--- src/rtl/mips_defs.sv ---
// Shared MIPS opcode/funct constants and latency encodings for the ID/EX boundary.
// The EX decoder imports the same package so both stages agree on the encodings.
package mips_defs;

  localparam logic [5:0] OP_RTYPE = 6'b000000;
  localparam logic [5:0] OP_ORI   = 6'b001101;
  localparam logic [5:0] OP_LUI   = 6'b001111;
  localparam logic [5:0] OP_LW    = 6'b100011;
  localparam logic [5:0] OP_SW    = 6'b101011;
  localparam logic [5:0] OP_JAL   = 6'b000011;
  localparam logic [5:0] OP_BEQ   = 6'b000100;
  localparam logic [5:0] OP_J     = 6'b000010;

  localparam logic [5:0] FN_ADDU  = 6'b100001;
  localparam logic [5:0] FN_SUBU  = 6'b100011;
  localparam logic [5:0] FN_JR    = 6'b001000;

  localparam logic [4:0]  REG_ZERO = 5'd0;
  localparam logic [4:0]  REG_RA   = 5'd31;
  localparam logic [31:0] LINK_OFS = 32'd8;
  localparam logic [15:0] BCNT_MAX = 16'hFFFF;

  // Cycles until the EX-stage instruction produces its result.
  typedef enum logic [1:0] {
    TNEW_NONE = 2'd0,
    TNEW_ONE  = 2'd1,
    TNEW_TWO  = 2'd2
  } tnew_t;

  typedef struct packed {
    logic [31:0] ins;
    logic [31:0] pc;
    logic [31:0] rs_data;
    logic [31:0] rt_data;
    logic [31:0] ext_imm;
    logic [4:0]  a3;
    logic [1:0]  tnew;
    logic        valid;
  } ex_stage_t;

  function automatic logic [5:0] op_of(input logic [31:0] ins);
    return ins[31:26];
  endfunction

  function automatic logic [5:0] funct_of(input logic [31:0] ins);
    return ins[5:0];
  endfunction

  function automatic logic [4:0] rt_of(input logic [31:0] ins);
    return ins[20:16];
  endfunction

  function automatic logic [4:0] rd_of(input logic [31:0] ins);
    return ins[15:11];
  endfunction

endpackage

--- src/rtl/id_ex_reg_if.sv ---
// ID/EX pipeline boundary bundle: ID-side operands in, EX-side latched values out.
// master = ID stage / hazard unit side, slave = the pipeline register.
interface id_ex_reg_if;

  logic        stall;
  logic [31:0] ins_d;
  logic [31:0] pc_d;
  logic [31:0] rs_data_d;
  logic [31:0] rt_data_d;
  logic [31:0] ext_imm_d;

  logic [31:0] ins_e;
  logic [31:0] pc_e;
  logic [31:0] pc8_e;
  logic [31:0] rs_data_e;
  logic [31:0] rt_data_e;
  logic [31:0] ext_imm_e;
  logic [4:0]  a3_e;
  logic [1:0]  tnew_e;
  logic        valid_e;
  logic [15:0] bubble_cnt;

  modport master (
    output stall, ins_d, pc_d, rs_data_d, rt_data_d, ext_imm_d,
    input  ins_e, pc_e, pc8_e, rs_data_e, rt_data_e, ext_imm_e,
    input  a3_e, tnew_e, valid_e, bubble_cnt
  );

  modport slave (
    input  stall, ins_d, pc_d, rs_data_d, rt_data_d, ext_imm_d,
    output ins_e, pc_e, pc8_e, rs_data_e, rt_data_e, ext_imm_e,
    output a3_e, tnew_e, valid_e, bubble_cnt
  );

endinterface

--- src/rtl/id_ex_dest_decode.sv ---
// Combinational decode of destination register and result latency for an ID instruction.
// Anything not explicitly writing a GPR (sw, beq, j, jr, nop, unknown) reports a3=0, tnew=0.
module id_ex_dest_decode
  import mips_defs::*;
(
  input  logic [31:0] i_ins,
  output logic [4:0]  o_a3,
  output logic [1:0]  o_tnew
);

  logic [5:0] w_op;
  logic [5:0] w_funct;
  tnew_t      w_tnew;
  logic       w_unused;

  assign w_op     = op_of(i_ins);
  assign w_funct  = funct_of(i_ins);
  assign w_unused = ^{i_ins[25:21], i_ins[10:6]};

  always_comb begin
    o_a3   = REG_ZERO;
    w_tnew = TNEW_NONE;
    case (w_op)
      OP_RTYPE: begin
        if (w_funct == FN_ADDU || w_funct == FN_SUBU) begin
          o_a3   = rd_of(i_ins);
          w_tnew = TNEW_ONE;
        end
      end
      OP_ORI, OP_LUI: begin
        o_a3   = rt_of(i_ins);
        w_tnew = TNEW_ONE;
      end
      OP_LW: begin
        o_a3   = rt_of(i_ins);
        w_tnew = TNEW_TWO;
      end
      OP_JAL: begin
        o_a3   = REG_RA;
        w_tnew = TNEW_NONE;
      end
      default: begin
        o_a3   = REG_ZERO;
        w_tnew = TNEW_NONE;
      end
    endcase
  end

  assign o_tnew = w_tnew;

endmodule

--- src/rtl/id_ex_reg.sv ---
// ID/EX pipeline register: loads ID values each edge, or a zeroed bubble while stalled.
// Also keeps a saturating count of inserted bubbles for performance visibility.
module id_ex_reg
  import mips_defs::*;
(
  input  logic        clk,
  input  logic        reset,
  id_ex_reg_if.slave  bus
);

  ex_stage_t   r_ex;
  logic [15:0] r_bubble_cnt;
  logic [4:0]  w_a3;
  logic [1:0]  w_tnew;

  id_ex_dest_decode u_dest_decode (
    .i_ins  (bus.ins_d),
    .o_a3   (w_a3),
    .o_tnew (w_tnew)
  );

  // Reset wins over stall, so a reset during a stall leaves the count at 0.
  always_ff @(posedge clk) begin
    if (reset) begin
      r_ex         <= '0;
      r_bubble_cnt <= '0;
    end else if (bus.stall) begin
      r_ex <= '0;
      if (r_bubble_cnt != BCNT_MAX) begin
        r_bubble_cnt <= r_bubble_cnt + 16'd1;
      end
    end else begin
      r_ex.ins     <= bus.ins_d;
      r_ex.pc      <= bus.pc_d;
      r_ex.rs_data <= bus.rs_data_d;
      r_ex.rt_data <= bus.rt_data_d;
      r_ex.ext_imm <= bus.ext_imm_d;
      r_ex.a3      <= w_a3;
      r_ex.tnew    <= w_tnew;
      r_ex.valid   <= 1'b1;
    end
  end

  assign bus.ins_e      = r_ex.ins;
  assign bus.pc_e       = r_ex.pc;
  assign bus.pc8_e      = r_ex.pc + LINK_OFS;
  assign bus.rs_data_e  = r_ex.rs_data;
  assign bus.rt_data_e  = r_ex.rt_data;
  assign bus.ext_imm_e  = r_ex.ext_imm;
  assign bus.a3_e       = r_ex.a3;
  assign bus.tnew_e     = r_ex.tnew;
  assign bus.valid_e    = r_ex.valid;
  assign bus.bubble_cnt = r_bubble_cnt;

endmodule

--- src/flat_wrapper.sv ---
// flat-port wrapper written by rule: the top's interface ports become plain ports
module id_ex_reg_flat import mips_defs::*;
  (clk, reset, bus_stall, bus_ins_d, bus_pc_d, bus_rs_data_d, bus_rt_data_d, bus_ext_imm_d, bus_ins_e, bus_pc_e, bus_pc8_e, bus_rs_data_e, bus_rt_data_e, bus_ext_imm_e, bus_a3_e, bus_tnew_e, bus_valid_e, bus_bubble_cnt);
  id_ex_reg_if bus_i ();
  input  logic clk;
  input  logic reset;
  input wire logic [$bits(bus_i.stall)-1:0] bus_stall;
  input wire logic [$bits(bus_i.ins_d)-1:0] bus_ins_d;
  input wire logic [$bits(bus_i.pc_d)-1:0] bus_pc_d;
  input wire logic [$bits(bus_i.rs_data_d)-1:0] bus_rs_data_d;
  input wire logic [$bits(bus_i.rt_data_d)-1:0] bus_rt_data_d;
  input wire logic [$bits(bus_i.ext_imm_d)-1:0] bus_ext_imm_d;
  output wire logic [$bits(bus_i.ins_e)-1:0] bus_ins_e;
  output wire logic [$bits(bus_i.pc_e)-1:0] bus_pc_e;
  output wire logic [$bits(bus_i.pc8_e)-1:0] bus_pc8_e;
  output wire logic [$bits(bus_i.rs_data_e)-1:0] bus_rs_data_e;
  output wire logic [$bits(bus_i.rt_data_e)-1:0] bus_rt_data_e;
  output wire logic [$bits(bus_i.ext_imm_e)-1:0] bus_ext_imm_e;
  output wire logic [$bits(bus_i.a3_e)-1:0] bus_a3_e;
  output wire logic [$bits(bus_i.tnew_e)-1:0] bus_tnew_e;
  output wire logic [$bits(bus_i.valid_e)-1:0] bus_valid_e;
  output wire logic [$bits(bus_i.bubble_cnt)-1:0] bus_bubble_cnt;
  assign bus_i.stall = bus_stall;
  assign bus_i.ins_d = bus_ins_d;
  assign bus_i.pc_d = bus_pc_d;
  assign bus_i.rs_data_d = bus_rs_data_d;
  assign bus_i.rt_data_d = bus_rt_data_d;
  assign bus_i.ext_imm_d = bus_ext_imm_d;
  assign bus_ins_e = bus_i.ins_e;
  assign bus_pc_e = bus_i.pc_e;
  assign bus_pc8_e = bus_i.pc8_e;
  assign bus_rs_data_e = bus_i.rs_data_e;
  assign bus_rt_data_e = bus_i.rt_data_e;
  assign bus_ext_imm_e = bus_i.ext_imm_e;
  assign bus_a3_e = bus_i.a3_e;
  assign bus_tnew_e = bus_i.tnew_e;
  assign bus_valid_e = bus_i.valid_e;
  assign bus_bubble_cnt = bus_i.bubble_cnt;
  id_ex_reg u_core (.clk(clk), .reset(reset), .bus(bus_i));
endmodule
--- config.mk ---
export PLATFORM = sky130hd
export DESIGN_NAME = id_ex_reg_flat
export DESIGN_NICKNAME = d
export VERILOG_FILES = /design/src/rtl/mips_defs.sv /design/src/rtl/id_ex_reg_if.sv /design/src/rtl/id_ex_dest_decode.sv /design/src/rtl/id_ex_reg.sv /design/src/flat_wrapper.sv
export SDC_FILE = /design/constraint.sdc
export NUM_CORES = 1
export LEC_CHECK = 0
export BUFFER_PORTS_ARGS = -buffer_cell sky130_fd_sc_hd__buf_2
export CELL_PAD_IN_SITES_DETAIL_PLACEMENT = 0
export CELL_PAD_IN_SITES_GLOBAL_PLACEMENT = 1
export CORE_MARGIN = 5
export CORE_UTILIZATION = 27
export CTS_CLUSTER_DIAMETER = 30
export DETAILED_ROUTE_END_ITERATION = 7
export GPL_ROUTABILITY_DRIVEN = 0
export GPL_TIMING_DRIVEN = 0
export PLACE_DENSITY = 0.83
export SYNTH_ARGS = -nofsm -noshare
export SYNTH_HDL_FRONTEND = slang
export SYNTH_SLANG_ARGS = --single-unit
--- constraint.sdc ---
create_clock -name clk -period 2 [get_ports clk]
set_clock_uncertainty 0.15 [all_clocks]
set_input_delay 0.1 -clock clk [delete_from_list [all_inputs] [get_ports clk]]
set_output_delay 0.1 -clock clk [all_outputs]
set_load 0.05 [all_outputs]
# Word-level counts from Yosys, hierarchy flattened
# Index checks and enable logic that the tools add are counted.
# W data, S select, Z words.
[totals]
regBits = 184
inputBits = 163
output_inout_bits = 216
[op_classes]
muxes = 5
eq_ne = 7
n_addsub = 2
n_reduce_logical = 6
[op_table]
columns = ["op", "count"]
rows = [
  ["$add A32 B4 Y32 const B", 1],
  ["$eq A6 B6 Y1 const B", 3],
  ["$add A16 B1 Y16 const B", 1],
  ["$ne A16 B16 Y1 const B", 1],
  ["$pmux W5 S3", 1],
  ["$eq A6 B4 Y1 const B", 2],
  ["$eq A6 B2 Y1 const B", 1],
  ["$logic_not A6 Y1", 1],
  ["$pmux W2 S3", 1],
  ["$mux W5", 1],
  ["$reduce_or A2 Y1", 2],
  ["$reduce_or A3 Y1", 1],
  ["$mux W1", 2],
  ["$reduce_and A2 Y1", 1],
  ["$logic_or A1 B1 Y1", 1],
]

# Logic depth before layout (Yosys ltp)
# Gate-level depths: netlist of run 1.
[logic_depth]
depth_word = 4
depth_mapped = 6
ltp_nobuf = 5

# Hierarchy
# From an unflattened synthesis of run 1, not the netlist that was laid out.
[hier_totals]
cells_unflattened = 545
hier_area_um2 = 6058.3
[by_module_without_submodules]
columns = ["mod", "instances", "area_per_inst_um2", "cells_per_inst"]
rows = [
  ["id_ex_reg", 1, 5909.4, 528],
  ["id_ex_dest_decode", 1, 148.9, 17],
]

# Least setup slack after synthesis of run 1
# Ideal clock, no wire load.
[synth_path]
kind = "reg2out"
startpoint = "register u_core.r_ex (netlist bit u_core.bus.pc_e[3])"
endpoint = "output bus_pc8_e[19]"
required_ns = 1.750
t_arrival_ns = 2.676
slack_ns = -0.926
stages_incl_launch_ff = 6
cell_sequence = "dfxtp_1 ha_1 nand4_1 nor4_2 nand3_1 xnor2_1"
[synth_between]
elab_chain_cells = 1
[synth_lines]
columns = ["element", "line", "source"]
rows = [
  ["from (decl)", "id_ex_reg.sv:11", "ex_stage_t r_ex;"],
  ["$add A32 B4 Y32", "id_ex_reg.sv:46", "assign bus.pc8_e = r_ex.pc + LINK_OFS;"],
  ["to (decl)", "flat_wrapper.sv:15", "output wire logic [$bits(bus_i.pc8_e)-1:0] bus_pc8_e;"],
]
# No other way between the ends.

# Worst setup path after layout of run 1
[layout_path]
startpoint = "register u_core.r_ex (netlist bit u_core.bus.pc_e[9])"
endpoint = "output bus_pc8_e[20]"
# The elaborated chain is that of the path after synthesis.

==> impl_table.tex, run 1 <==
\begin{tabular}{lr}
\hline
Metric & Value \\
\hline
\multicolumn{2}{l}{\textbf{Power and ir drop}} \\
Power after layout & 0.00866 W \\
Static leakage power & 5.63 nW \\
Power per unit of standard cell area & 748 nW/µm² \\
Max IR drop VDD & 447 µV \\
\multicolumn{2}{l}{\textbf{Setup path}} \\
CP endpoint kind & primary output \\
Cells along the critical path & nand2\_1, nor4\_4, nand4\_1, xnor2\_4, buf\_6 \\
Delay of the slowest cell on the worst path & 0.42 ns \\
Data arrival time of the critical path & 2.10 ns \\
CP Launch Type & flip-flop \\
Req. time, crit path & 1.75 ns \\
Crit path max-delay cell type & nor4\_4 \\
WS Path Type & reg2out \\
Crit path max fanout & 5 \\
\multicolumn{2}{l}{\textbf{Yosys}} \\
Synth Instances & 550 \\
Register area share after synthesis & 61.8\% \\
Average cell area after synthesis & 10.8 µm² \\
Yosys Warn Count & 0 \\
Number of different library cells in the post-synthesis netlist & 37 \\
Summed instance area of the synthesized netlist & 5960 µm² \\
Mapped Nets & 715 \\
Synthesis-stage register bit count & 184 \\
\multicolumn{2}{l}{\textbf{Layout}} \\
Post-route insts no fill & 1447 \\
Final \#Nets & 1319 \\
Area added between synthesis and finish & 94.5\% \\
Final design utilization & 53.2\% \\
Number of diodes & 0 \\
Fill cells & 1827 \\
Share of final-layout standard cells stronger than drive strength 1 & 47.4\% \\
\multicolumn{2}{l}{\textbf{Timing}} \\
Max-slew violation count & 0 \\
Worst path setup slack after routing & -0.350 ns \\
Headroom to the max-slew limit & 26.5\% \\
Smallest hold slack & -0.00181 ns \\
Final cycle utilization of the critical path & 118\% \\
Highest attainable clock frequency & 425 MHz \\
Post-route setup TNS & -4.35 ns \\
Setup repair after global routing missed its margin & true \\
Count of endpoints failing hold in the final timing report & 1 \\
Fin crit period & 2.35 ns \\
Setup-failing EPs final & 22 \\
Slew at the pin closest to its max-slew limit & 1.09 ns \\
\multicolumn{2}{l}{\textbf{Die}} \\
Starting utilization of the core area & 27.4\% \\
Die width & 159 µm \\
Row count & 54 \\
Area of the die & 25100 µm² \\
Core area & 21800 µm² \\
Number of top-level design ports & 379 \\
Die span in y & 159 µm \\
\multicolumn{2}{l}{\textbf{Global routing}} \\
All-layer global routing usage & 18.5\% \\
Antenna violations before repair & 1 \\
Largest net degree at the start of global routing & 18 \\
Overflow left after global routing & 0 \\
Wire length of the first global-routing pass & 36.0 mm \\
Via count of the first global-routing pass & 6681 \\
\multicolumn{2}{l}{\textbf{Outcome}} \\
Status & finished with violations \\
Violations in the final reports & hold timing, setup timing \\
\multicolumn{2}{l}{\textbf{Run}} \\
Max-cap check violation count & 0 \\
\multicolumn{2}{l}{\textbf{Routing}} \\
Drc violations & 0 \\
Post-route antenna net violation count & 0 \\
Number of violations reported at the end of detailed-routing iteration 0 & 228 \\
Average detailed-routed wire length per instance & 17.0 µm \\
DR vias & 6309 \\
Detailed-router iteration count before antenna repair & 6 \\
Avg Vias per Cell & 4.36 \\
Total Wirelength & 24.5 mm \\
\multicolumn{2}{l}{\textbf{Clock tree}} \\
Number of clock buffers inserted by TritonCTS & 17 \\
Total number of clock tree sinks & 184 \\
CTS H-tree lvls & 4 \\
Clock Pin Slew Worst Setup and Hold Paths & 0.07 ns \\
CTS tree & built \\
Clock latency on the worst-skew pair & 0.41 ns \\
Clock Tree Root & clkbuf\_16 \\
Max Buffers Root-to-Sink & 2 \\
\multicolumn{2}{l}{\textbf{Placed design}} \\
Estimated wirelength of the detail-placed design & 16.4 mm \\
IO Port Bufs & 377 \\
Number of cells in the design after placement & 1207 \\
\multicolumn{2}{l}{\textbf{Min path}} \\
Type of the worst min-delay path & in2reg \\
\hline
\end{tabular}
worst max-delay path, delay by kind of cell (launching register included):
| family | cells | cell delay (ns) |
|---|---|---|
| XOR/XNOR | 1 | 0.22 |
| buffers and inverters | 1 | 0.18 |
| flip-flops | 1 | 0.38 |
| AND/OR/NAND/NOR | 3 | 0.91 |
sequential cells by signal, indices dropped and copies added (netlist names):
register,flops
u_core.bus.a3_e,5
u_core.bus.ext_imm_e,32
u_core.bus.ins_e,32
u_core.bus.valid_e,1
u_core.bus.rs_data_e,32
u_core.bus.bubble_cnt,16
u_core.bus.rt_data_e,32
u_core.bus.pc_e,32
u_core.bus.tnew_e,2
worst paths after layout:
path                                                from                        end  slack, ns  cells past startpoint
worst min-delay path                               reset       u_core.bus.ins_e[31]     -0.002                      3
worst min register to register  u_core.bus.bubble_cnt[6]   u_core.bus.bubble_cnt[6]       0.36                      2
worst max register to register  u_core.bus.bubble_cnt[0]  u_core.bus.bubble_cnt[11]       0.08                      5
worst max-delay path                  u_core.bus.pc_e[9]              bus_pc8_e[20]      -0.35                      5
cells in the mapped netlist:
master | number | area [µm²]
buf_6 | 1 | 11.3
nor3_1 | 4 | 20.0
nand4_2 | 1 | 12.5
a41o_2 | 1 | 11.3
a311o_1 | 1 | 10.0
mux2i_1 | 1 | 10.0
a21oi_1 | 22 | 110
nand3_1 | 18 | 90.1
nor4_2 | 1 | 12.5
nand4_1 | 16 | 100
nor3b_1 | 1 | 7.51
or4_1 | 3 | 22.5
and3_1 | 6 | 37.5
or4_4 | 1 | 11.3
or3_1 | 7 | 43.8
o21a_1 | 1 | 7.51
xnor2_1 | 22 | 193
and2_1 | 161 | 1010
o21ai_0 | 13 | 65.1
nor4_1 | 3 | 18.8
nor4_4 | 1 | 21.3
nor2_1 | 13 | 48.8
ha_1 | 2 | 25.0
o31ai_1 | 4 | 30.0
buf_2 | 1 | 5.00
dfxtp_1 | 184 | 3680
inv_1 | 3 | 11.3
nor4b_1 | 2 | 17.5
and4_1 | 5 | 43.8
or3_2 | 1 | 7.51
nand2_1 | 16 | 60.1
a211o_2 | 1 | 10.0
or2_2 | 3 | 18.8
and4_4 | 1 | 11.3
clkbuf_1 | 18 | 67.6
xor2_1 | 8 | 70.1
buf_4 | 3 | 22.5
power by group:
| group | total, W | internal (W) | switching [W] |
|---|---|---|---|
| registers | 0.00386 | 0.00378 | 0.0000740 |
| clock network | 0.00333 | 0.00180 | 0.00153 |
| logic | 0.00148 | 0.000590 | 0.000894 |
| total | 0.00866 | 0.00617 | 0.00250 |
cells by family after synthesis:
logic type | count (synthesis) | synth area share [%]
simple gates | 264 | 27.1
flops | 184 | 61.8
compound gates | 43 | 4.10
xor+xnor | 30 | 4.41
buf+inv | 26 | 1.97
fa+ha+maj | 2 | 0.420
mux | 1 | 0.168
area by class of cell:
class	count	area (µm²)	area share (%)
repair buffers	585	4030	34.8
flip-flops and latches	184	3780	32.6
multi-input cells	340	2730	23.6
clock buffers	19	443	3.82
well taps	280	350	3.02
clock inverters	13	136	1.18
plain buffers	23	106	0.918
inverters	3	11.3	0.0972
placed cells by master (no fill, tap or decap), drive strengths merged:
cell and count:
buf 428, dfxtp 184, dlygate4sd3 162, and2 161, clkbuf 37, a21oi 22, xnor2 22, nand3 18
nand4 17, nand2 16, o21ai 13, nor2 13, inv 9, or3 8, xor2 8, and4 6
and3 6, nor4 5, o31ai 4, nor3 4, clkinv 4, or4 4, or2 3, ha 2
clkinvlp 2, nor4b 2, nor3b 1, a211o 1, a311o 1, a41o 1, mux2i 1, o21a 1
bufinv 1
metrics by stage:
step	setup WS, ns	instance area (µm²)
floorplan	-0.0982	6410
global placement	-0.702	8650
detailed placement	-0.694	8650
CTS	-0.377	11400
global route	-0.429	11600
finish	-0.350	11600
layer usage:
metal	share of wire [%]	vias up	wire length [µm]	global-route usage, %
met2	49	326	12000	32.3
met5	0.029	-	7	0
li1	-	3023	-	-
met3	9.4	58	2310	6.33
met1	37	2900	9160	20.3
met4	4.2	2	1020	8.61
what timing repair did:
action,4_1_cts,5_1_grt
endpoints found under the hold margin,172,0
cloned,0,0
setup buffers,32,15
hold buffers,162,0
gates resized for setup,72,29
pin swaps,30,23
setup endpoints to repair,107,29
No activity file was read; power rests on OpenSTA's default activity.
==> run 2: changes to the inputs <==
- ABC_AREA: not set -> 1
- PLACE_DENSITY: 0.83 -> 0.84
==> impl_table.tex, run 2 <==
\begin{tabular}{lr}
\hline
Metric & Value \\
\hline
\multicolumn{2}{l}{\textbf{Timing}} \\
Headroom to the max-slew limit & 44.2\% (+18 points) \\
Setup-failing EPs final & 18 (-18\%) \\
Smallest hold slack & 0.274 ns (+0.276 ns) \\
Slew at the pin closest to its max-slew limit & 0.837 ns (-0.256 ns) \\
Max-slew violation count & 0 (unchanged) \\
Setup repair after global routing missed its margin & true \\
Post-route setup TNS & -1.80 ns (+2.55 ns) \\
Final cycle utilization of the critical path & 111\% (-6.5 points) \\
Worst path setup slack after routing & -0.220 ns (+0.130 ns) \\
Count of endpoints failing hold in the final timing report & 0 (-1) \\
Highest attainable clock frequency & 450 MHz (+5.9\%) \\
Fin crit period & 2.22 ns (-0.130 ns) \\
\multicolumn{2}{l}{\textbf{Layout}} \\
Number of diodes & 0 (unchanged) \\
Most used cells in the layout excluding fill and tap cells & buf\_2 (364), nor2\_1 (189), inv\_1 (188) \\
Most common cell after layout, fill and taps aside & buf\_2 \\
Fill cells & 2236 (+22\%) \\
Final \#Nets & 1594 (+21\%) \\
Final instance area & 12100 µm² (+4.2\%) \\
Area added between synthesis and finish & 84.5\% \\
Post-route insts no fill & 1765 (+22\%) \\
Share of final-layout standard cells stronger than drive strength 1 & 39.7\% (-7.7 points) \\
\multicolumn{2}{l}{\textbf{Setup path}} \\
Capture instance of the worst register-to-register path & u\_core.bus.bubble\_cnt[4] \\
Delay of the slowest cell on the worst path & 0.39 ns (-0.03 ns) \\
Crit path max fanout & 4 (-1) \\
CP endpoint kind & primary output \\
Cells along the critical path & nand2\_1, nor2\_2, inv\_2, nor2\_4, nand2\_4, nor2\_4, nand3b\_1, nand2\_4, buf\_8 \\
WS Path Type & reg2out \\
Register-to-register setup slack & 0.22 ns (+0.14 ns) \\
End of the critical path & bus\_pc8\_e[23] \\
Crit path max-delay cell type & dfxtp\_2 \\
Logic depth of the worst register-to-register path & 7 (+2) \\
Data arrival time of the critical path & 1.97 ns (-0.13 ns) \\
Beginning of the worst register-to-register path & u\_core.bus.bubble\_cnt[1] \\
CP Launch Type & flip-flop \\
Setup crit start & u\_core.bus.pc\_e[10] \\
Req. time, crit path & 1.75 ns (about the same) \\
\multicolumn{2}{l}{\textbf{Global routing}} \\
Largest net degree at the start of global routing & 20 (+2) \\
Via count of the first global-routing pass & 7683 (+15\%) \\
Overflow left after global routing & 0 (unchanged) \\
Wire length of the first global-routing pass & 40.8 mm (+13\%) \\
Antenna violations before repair & 0 (-1) \\
All-layer global routing usage & 18.3\% (-0.19 points) \\
\multicolumn{2}{l}{\textbf{Yosys}} \\
Share of the synthesized area in the top cell type & 56.3\% (-5.5 points) \\
Synthesis-stage register bit count & 184 (unchanged) \\
Yosys Warn Count & 0 (unchanged) \\
Mapped Nets & 1008 (+41\%) \\
Summed instance area of the synthesized netlist & 6540 µm² (+9.8\%) \\
Most instantiated cells after synthesis & nor2\_1 (201), inv\_1 (194), dfxtp\_1 (184), nand2\_1 (117), nand3\_1 (29) \\
Synth Instances & 843 (+53\%) \\
Synth async-reset ratio & 0\% (unchanged) \\
Most used standard cell by instance count after synthesis & nor2\_1 \\
Ys flop type & dfxtp\_1 \\
Number of synthesized flops with an enable pin & 0 (unchanged) \\
Library cell with the largest summed area after synthesis & dfxtp\_1 \\
Average cell area after synthesis & 7.76 µm² (-28\%) \\
Top cells by area in the synthesized netlist & dfxtp\_1 (56\%), nor2\_1 (12\%), inv\_1 (11\%) \\
Number of different library cells in the post-synthesis netlist & 29 (-22\%) \\
Register area share after synthesis & 56.3\% (-5.5 points) \\
\multicolumn{2}{l}{\textbf{Placed design}} \\
Number of cells in the design after placement & 1545 (+28\%) \\
Area of placed instances & 9050 µm² (+4.7\%) \\
Estimated wirelength of the detail-placed design & 18.0 mm (+10\%) \\
IO Port Bufs & 378 (+0.27\%) \\
\multicolumn{2}{l}{\textbf{Clock tree}} \\
Max Buffers Root-to-Sink & 2 (unchanged) \\
CTS tree & built \\
Clock latency on the worst-skew pair & 0.41 ns (about the same) \\
Clock Tree Root & clkbuf\_16 \\
Total number of clock tree sinks & 184 (unchanged) \\
Clock Pin Slew Worst Setup and Hold Paths & 0.08 ns (about the same) \\
Number of clock buffers inserted by TritonCTS & 17 (unchanged) \\
CTS H-tree lvls & 4 (unchanged) \\
\multicolumn{2}{l}{\textbf{Routing}} \\
Drc violations & 0 (unchanged) \\
Total Wirelength & 26.8 mm (+9.1\%) \\
Avg Vias per Cell & 4.12 (-5.5\%) \\
Detailed-router iteration count before antenna repair & 4 (-2) \\
Average detailed-routed wire length per instance & 15.2 µm (-11\%) \\
Number of violations reported at the end of detailed-routing iteration 0 & 340 (+49\%) \\
Post-route antenna net violation count & 0 (unchanged) \\
DR vias & 7276 (+15\%) \\
\multicolumn{2}{l}{\textbf{Die}} \\
Area of the die & 27400 µm² (+9.2\%) \\
Row count & 57 (+5.6\%) \\
Core area & 24100 µm² (+11\%) \\
Die span in y & 166 µm (+4.5\%) \\
Number of top-level design ports & 379 (unchanged) \\
Die width & 166 µm (+4.5\%) \\
Starting utilization of the core area & 27.1\% (-0.24 points) \\
\multicolumn{2}{l}{\textbf{Min path}} \\
Type of the worst min-delay path & in2reg \\
\multicolumn{2}{l}{\textbf{Power and ir drop}} \\
Power after layout & 0.00879 W (+1.4\%) \\
Part of the total power dissipated in combinational logic & 17.4\% (+0.3 points) \\
Part of the power in the clock network & 38.7\% (+0.3 points) \\
Static leakage power & 6.62 nW (+18\%) \\
Max IR drop VDD & 536 µV (+20\%) \\
Switching power summed over all nets & 0.00270 W (+8.0\%) \\
Proportion of total power due to net switching & 30.7\% (+1.9 points) \\
Sequential fraction of design power & 43.9\% (-0.6 points) \\
Power per unit of standard cell area & 728 nW/µm² (-2.6\%) \\
Internal Power & 0.00609 W (-1.2\%) \\
\multicolumn{2}{l}{\textbf{Outcome}} \\
Status & finished with violations \\
Violations in the final reports & setup timing \\
\multicolumn{2}{l}{\textbf{Run}} \\
Max-cap check violation count & 0 (unchanged) \\
\hline
\end{tabular}
==> run 2: cell families after synthesis <==
logic type               Yosys count  share of synthesized area [%]
XOR/XNOR                          26                           3.48
AND/OR/NAND/NOR                  390                           25.0
buffers and inverters            225                           13.4
adder cells (fa/ha/maj)            2                          0.382
flip-flops                       184                           56.3
AO/OA/AOI/OAI                     16                           1.43
==> run 2: layout make-up <==
cell class                      instances  area (µm²)  area share, %
Timing Repair Buffer                  567        3920           32.5
Sequential cell                       184        3760           31.2
Multi-Input combinational cell        434        2500           20.7
Inverter                              203         767           6.36
Clock buffer                           18         450           3.73
Tap cell                              324         405           3.36
Clock inverter                         13         151           1.25
Buffer                                 22         113          0.933
==> run 2: critical path, delay by kind of cell, from the launching register on <==
kind,cells,cell delay [ns]
simple gates,7,0.99
buf+inv,2,0.20
flops,1,0.39
==> run 2: worst min-delay path by stage <==
stage                     slack [ns]  cells past startpoint               from                       end
after floorplan                 0.02                      1              reset  u_core.bus.bubble_cnt[1]
after global placement          0.16                      3       bus_pc_d[17]       u_core.bus.pc_e[17]
after detailed placement        0.16                      3        bus_pc_d[4]        u_core.bus.pc_e[4]
after CTS                       0.25                      4  bus_rs_data_d[25]  u_core.bus.rs_data_e[25]
after global routing            0.26                      4        bus_pc_d[4]        u_core.bus.pc_e[4]
final                           0.27                      4  bus_rt_data_d[12]  u_core.bus.rt_data_e[12]
==> run 2: through the flow <==
stage	setup WS [ns]	utilization [%]
global route	-0.307	50.1
CTS	-0.260	48.5
floorplan	-0.00244	-
global placement	-0.144	37.6
detailed placement	-0.193	37.6
finish	-0.220	50.1
==> run 2: timing repair <==
item | CTS | global route
setup endpoints to repair | 22 | 24
setup buffers | 10 | 18
resized for setup | 97 | 64
pin swaps | 14 | 23
gates cloned | 0 | 0
hold buffers | 162 | 0
endpoints found under the hold margin | 176 | 0
==> run 2: power by group through the flow <==
stage	sequential, W	combinational (W)	clock, W
floorplan	0.00442	0.000316	0
global placement	0.00395	0.00120	0
detailed placement	0.00395	0.00121	0
CTS	0.00385	0.00149	0.00349
global route	0.00387	0.00162	0.00367
finish	0.00386	0.00153	0.00340
==> run 2: layer usage <==
layer  track usage, %  wire (µm)  vias up
li1                 -          -     3585
met1             19.0       9940     3312
met2             34.2      13900      314
met3             6.24       2010       65
met4             6.71        930        0
met5                0          0        -
